===== src/rtl/gf180mcu_fd_sc_mcu9t5v0__sync_debounce.sv =====
// -----------------------------------------------------------------------------
// gf180mcu_fd_sc_mcu9t5v0__sync_debounce
//
// Purpose:
//   Brings an asynchronous raw level D into the CLK domain through a plain
//   flop synchronizer chain. It then filters the synchronized level S with a
//   consecutive-cycle debounce counter. Q only follows S after S has differed
//   from Q for DEBOUNCE consecutive enabled cycles. RISE/FALL are one-cycle
//   registered pulses that mark each Q transition. BUSY shows that a candidate
//   change is being counted.
//
// Parameters:
//   SYNC_STAGES : synchronizer depth (2..4)
//   CNT_W       : debounce counter width (2..8)
//   DEBOUNCE    : consecutive stable enabled cycles required (1..2^CNT_W-1)
//   RESET_VAL   : level held by the sync chain and Q while in reset
//
// Ports:
//   CLK  in  : single clock, rising edge
//   RST  in  : asynchronous active-high reset
//   D    in  : asynchronous raw level
//   EN   in  : filter enable, synchronous to CLK
//   Q    out : debounced registered level
//   RISE out : one-cycle pulse after Q goes 0->1
//   FALL out : one-cycle pulse after Q goes 1->0
//   BUSY out : debounce counter is nonzero
// -----------------------------------------------------------------------------
module gf180mcu_fd_sc_mcu9t5v0__sync_debounce #(
    parameter int unsigned SYNC_STAGES = 2,
    parameter int unsigned CNT_W       = 4,
    parameter int unsigned DEBOUNCE    = 8,
    parameter logic        RESET_VAL   = 1'b0
) (
    input  logic CLK,
    input  logic RST,
    input  logic D,
    input  logic EN,
    output logic Q,
    output logic RISE,
    output logic FALL,
    output logic BUSY
);

    // Counter value at which the next mismatching enabled cycle commits S to
    // Q. With DEBOUNCE=1 this is zero, so the counter never leaves zero.
    localparam logic [CNT_W-1:0] CNT_LAST = CNT_W'(DEBOUNCE - 1);
    localparam logic [CNT_W-1:0] CNT_ZERO = {CNT_W{1'b0}};
    localparam logic [CNT_W-1:0] CNT_ONE  = CNT_W'(1);

    // Synchronizer chain; bit 0 samples D, the top bit is S.
    logic [SYNC_STAGES-1:0] sync_q;
    logic [SYNC_STAGES-1:0] sync_d;
    logic                   s_s;

    // Debounce state.
    logic [CNT_W-1:0] cnt_q;
    logic [CNT_W-1:0] cnt_d;
    logic             q_q;
    logic             q_d;
    logic             rise_q;
    logic             rise_d;
    logic             fall_q;
    logic             fall_d;

    // Decode helpers.
    logic differ_s;
    logic expire_s;

    // Pure shift of the synchronizer; nothing sits between the stages.
    always_comb begin
        sync_d = {sync_q[SYNC_STAGES-2:0], D};
    end

    // Synchronizer flops. They shift every edge, whatever the value of EN.
    always_ff @(posedge CLK or posedge RST) begin
        if (RST) begin
            sync_q <= {SYNC_STAGES{RESET_VAL}};
        end else begin
            sync_q <= sync_d;
        end
    end

    assign s_s      = sync_q[SYNC_STAGES-1];
    assign differ_s = s_s ^ q_q;
    assign expire_s = (cnt_q == CNT_LAST);

    // Debounce next-state. The counter measures the current run of enabled
    // cycles in which S has disagreed with Q. It commits when the run reaches
    // DEBOUNCE and clears as soon as S agrees with Q again. When disabled,
    // everything holds except the pulses, which drop.
    always_comb begin
        cnt_d  = cnt_q;
        q_d    = q_q;
        rise_d = 1'b0;
        fall_d = 1'b0;
        if (EN) begin
            if (!differ_s) begin
                cnt_d = CNT_ZERO;
            end else if (expire_s) begin
                q_d    = s_s;
                cnt_d  = CNT_ZERO;
                rise_d = s_s;
                fall_d = ~s_s;
            end else begin
                cnt_d = cnt_q + CNT_ONE;
            end
        end else begin
            cnt_d = cnt_q;
            q_d   = q_q;
        end
    end

    // Debounce state flops. Reset overrides a Q update in the same cycle and
    // produces no edge pulse of its own.
    always_ff @(posedge CLK or posedge RST) begin
        if (RST) begin
            cnt_q  <= CNT_ZERO;
            q_q    <= RESET_VAL;
            rise_q <= 1'b0;
            fall_q <= 1'b0;
        end else begin
            cnt_q  <= cnt_d;
            q_q    <= q_d;
            rise_q <= rise_d;
            fall_q <= fall_d;
        end
    end

    assign Q    = q_q;
    assign RISE = rise_q;
    assign FALL = fall_q;
    assign BUSY = (cnt_q != CNT_ZERO);

endmodule


===== config.mk =====
export PLATFORM = sky130hd
export DESIGN_NAME = gf180mcu_fd_sc_mcu9t5v0__sync_debounce
export DESIGN_NICKNAME = d
export VERILOG_FILES = /design/src/rtl/gf180mcu_fd_sc_mcu9t5v0__sync_debounce.sv
export SDC_FILE = /design/constraint.sdc
export NUM_CORES = 1
export LEC_CHECK = 0
export BUFFER_PORTS_ARGS = -buffer_cell sky130_fd_sc_hd__buf_2
export CORE_AREA = 2 2 39 41
export DETAILED_ROUTE_END_ITERATION = 6
export DIE_AREA = 0 0 41 43
export PLACE_DENSITY = 0.52
export SKIP_LAST_GASP = 1
export SLEW_MARGIN = 20
export SYNTH_ARGS = -nofsm -noshare
export SYNTH_HDL_FRONTEND = slang
export SYNTH_SLANG_ARGS = --single-unit

===== constraint.sdc =====
create_clock -name CLK -period 2.2 [get_ports CLK]
set_input_delay 0.33 -clock CLK [delete_from_list [all_inputs] [get_ports CLK]]
set_output_delay 0.33 -clock CLK [all_outputs]
set_load 0.05 [all_outputs]

## Yosys cells after proc, flatten, opt, wreduce, memory -nomap -nowiden

Cells that the tools add are included.

| cells by class | value |
|---|---|
| muxes and demuxes | 8 |
| add/subtract/negate cells | 1 |
| bitwise operators | 2 |
| equality and inequality tests | 1 |
| reduce and logical (&&, ||, !) cells | 2 |

Operators by type and width:

| kind | number |
|---|---|
| $mux W4 | 2 |
| $mux W1 | 6 |
| $add A4 B1 Y4 const B | 1 |
| $eq A4 B3 Y1 const B | 1 |
| $reduce_bool A4 Y1 | 1 |
| $reduce_and A3 Y1 | 1 |
| $not A1 Y1 | 1 |
| $xor A1 B1 Y1 | 1 |

| word-level totals | value |
|---|---|
| register bits after elaboration | 9 |
| output and inout bits | 4 |
| bits of input ports | 4 |
| word-level logic and storage cells | 19 |

## Depth between registers and ports, before layout

| logic depth | value |
|---|---|
| depth after elaboration | 4 |
| gate-level depth with buffers | 4 |

## Worst setup path after synthesis

OpenSTA, ideal clock, no wires.

| timing path | value |
|---|---|
| path type | flip-flop to output port |
| start point | reg cnt_q[0] |
| end point | out BUSY |
| stages on the path, launching flop included | 4 |
| data required time | 1.870 ns |
| path buffers | 0 |
| setup slack | 0.698 ns |
| data arrival time | 1.172 ns |
| cell sequence | dfrtp_1 > inv_1 > ha_1 > or3b_2 |

| on the way | value |
|---|---|
| cells in the longest elaborated chain, start to end | 1 |

Ends and longest elaborated chain:

| item | RTL line | text |
|---|---|---|
| from (decl) | 56 | `logic [CNT_W-1:0] cnt_q;` |
| from (signal assigned) | 122 | `cnt_q <= cnt_d;` |
| $reduce_bool A4 Y1 | 132 | `assign BUSY = (cnt_q != CNT_ZERO);` |
| to (decl) | 41 | `output logic BUSY` |

Every way passes these cells.

## Worst setup path after layout

Same ends and word-level chain as after synthesis.

==> flow_summary.yaml <==
status:
  outcome: "finished, final reports clean"
yosys:
  ys_seq_area_share_pct: 55.21
  synth_cell_types: 18
  synth_compound_area_share_pct: 11.04
  synth_top_family_by_area: "simple AND/OR/NAND/NOR gates"
  avgSynthCellArea_um2: 12.36
  ys_seq_elements: 9
  synth_adder_area_share_pct: 6.135
  netlist_area_um2: 407.9
  synth_xor_area_share_pct: 4.294
  postSynthCellCount: 33
  synth-simple-area-share_pct: 17.79
  muxShareOfSynthArea_pct: 2.761
  syn_nets: 39
  yosysWarnings: 0
cts:
  cts_buffer_depth: 2
  holdBufCountCts: 0
  clockRootBuffer: "clkbuf_4"
  cts.sinks: 9
  cts_buffers: 3
  cts_max_level: 1
  cts_tree: "done"
  post-cts-setup-buffer-count: 0
  clkTransAtPathRegs_ps: 60
  insertion_delay_ps: 250
  cts_resized: 0
final_layout:
  layout-drive-gt1-share_pct: 29.55
  finalInstanceArea_um2: 489.2
  nets: 51
  layout_commonest_cell: "dfrtp_1"
  areaGrowthSynthToFinish_pct: 19.94
  num_antenna_cells: 0
  final_cell_mix: "9 x dfrtp_1, 7 x buf_2, 4 x o21ai_0"
  fillers: 139
sta:
  finalCriticalPeriod_ps: 1868
  skew_ps: 0.7958
  relSlewSlack_pct: 77.18
  rsz0062_at_grt: "false"
  hold_violations: 0
  max_freq_mhz: 535.4
  finalSetupViolations: 0
  slew_violations: 0
  tns_ps: 0
  period_share_pct: 84.90
  worst_pin_slew_ps: 341.9
  holdWs_ps: 26.42
die:
  dieHeight_um: 43
  die_w_um: 41
  start_util_pct: 29.48
  coreArea_um2: 1384
  row_count: 14
  dieArea_um2: 1763
  io_pins: 8
grt:
  grt_first_pass_wirelength_mm: 1.021
  overflow: 0
  grt_start_max_net_pins: 10
  grt_pass1_vias: 255
  antenna_found_initial: 0
  grt_use_total_pct: 9.572
critical_path:
  setup.worst_path.start_class: "register"
  endpoint_kind: "output port"
  required_ps: 1870
  crit_fanout: 3
  arrival_ps: 1540
  crit_type: "register to output port"
placement:
  post_dp_cell_area_um2: 462.9
  dpl.hpwl_um: 527.4
  port_buffers: 7
  gp_congestion: 0.6461
detailed_routing:
  dr_total_vias: 282
  antenna_left: 0
  drc: 0
  drt_pass1_iterations: 4
  wire_per_inst_um: 10.85
  routed_wl_um: 651
  viasPerCell: 4.700
  drt_iter0_drc: 2
job:
  cap_violations: 0
min_path:
  worstHoldPathType: "primary input to async pin"
pwr:
  p_total_uw: 418.5
  peakVddDrop_uv: 291.4
  p_leak_uw: 0.0002504
  p_per_area_nw_per_um2: 855.5
per-layer routing:
layer | wire (um) | track usage, %
met1 | 262 | 10.77
met3 | 34 | 4.712
met5 | 0 | 0
met4 | 0 | 8.000
met2 | 354 | 12.81
sequential cells by signal (all words and copies together), names as in the netlist:
register and flops:
Q 1, sync_q 2, FALL 1, RISE 1
cnt_q 4
where the power goes:
group / internal (uW) / switching [uW]
clock: 69.7 / 54.0
sequential: 180 / 14.5
combinational: 34.9 / 65.2
total: 285 / 134
cell usage after synthesis:
library cell	n	area, um2
nand4b_1	1	8.760
a21o_1	1	7.510
and4b_1	1	10.01
ha_1	2	25.02
o21ai_0	4	20.02
nand3_1	1	5.000
a22o_1	1	8.760
nand2_1	1	3.750
dfrtp_1	9	225.2
and3_1	1	6.260
nor4b_2	1	15.01
o2111ai_1	1	8.760
xnor2_1	1	8.760
or3b_2	1	8.760
nor3b_1	2	15.01
mux2_2	1	11.26
inv_1	3	11.26
xor2_1	1	8.760
per-stage QoR:
step	setup slack, ps	utilization [%]	instances
finish	332.1	35.35	60
floorplan	698.0	-	33
detailed placement	600.8	33.45	56
CTS	317.1	35.35	60
global placement	641.1	33.45	56
global route	252.2	35.35	60
worst max-delay path, cell delays in order, from the launching register on:
cell	delay [ps]
dfrtp_1	390
inv_1	90
ha_1	150
or3b_2	430
buf_2	220
final timing paths:
| path | cells past startpoint | from | end | slack, ps |
|---|---|---|---|---|
| setup / recovery | 4 | cnt_q[0]$_DFFE_PP0P_ | BUSY | 330 |
| hold / removal | 2 | RST | Q$_DFFE_PP0P_ | 30 |
| setup reg to reg | 3 | cnt_q[0]$_DFFE_PP0P_ | Q$_DFFE_PP0P_ | 920 |
| hold reg to reg | 0 | sync_q[0]$_DFF_PP0_ | sync_q[1]$_DFF_PP0_ | 350 |
| max in group asynchronous | 2 | RST | cnt_q[0]$_DFFE_PP0P_ | 1920 |
| min in group CLK | 1 | D | sync_q[0]$_DFF_PP0_ | 180 |
cell type report:
| class | count | area [um2] | area share [%] |
|---|---|---|---|
| multi-input combinational | 21 | 171.4 | 35.04 |
| timing repair buffer | 7 | 35.03 | 7.161 |
| tap | 16 | 20.02 | 4.092 |
| clock buffer | 4 | 26.28 | 5.371 |
| inverter | 3 | 11.26 | 2.302 |
| sequential | 9 | 225.2 | 46.04 |
kinds of logic (layout without fill, tap and decap cells):
| family | count (synthesis) | count (layout) |
|---|---|---|
| AO/OA/AOI/OAI | 7 | 7 |
| multiplexers | 1 | 1 |
| adder cells (fa/ha/maj) | 2 | 2 |
| buffers and inverters | 3 | 14 |
| flip-flops | 9 | 9 |
| AND/OR/NAND/NOR | 9 | 9 |
| XOR/XNOR | 2 | 2 |
(Power assumes the default switching activity.)
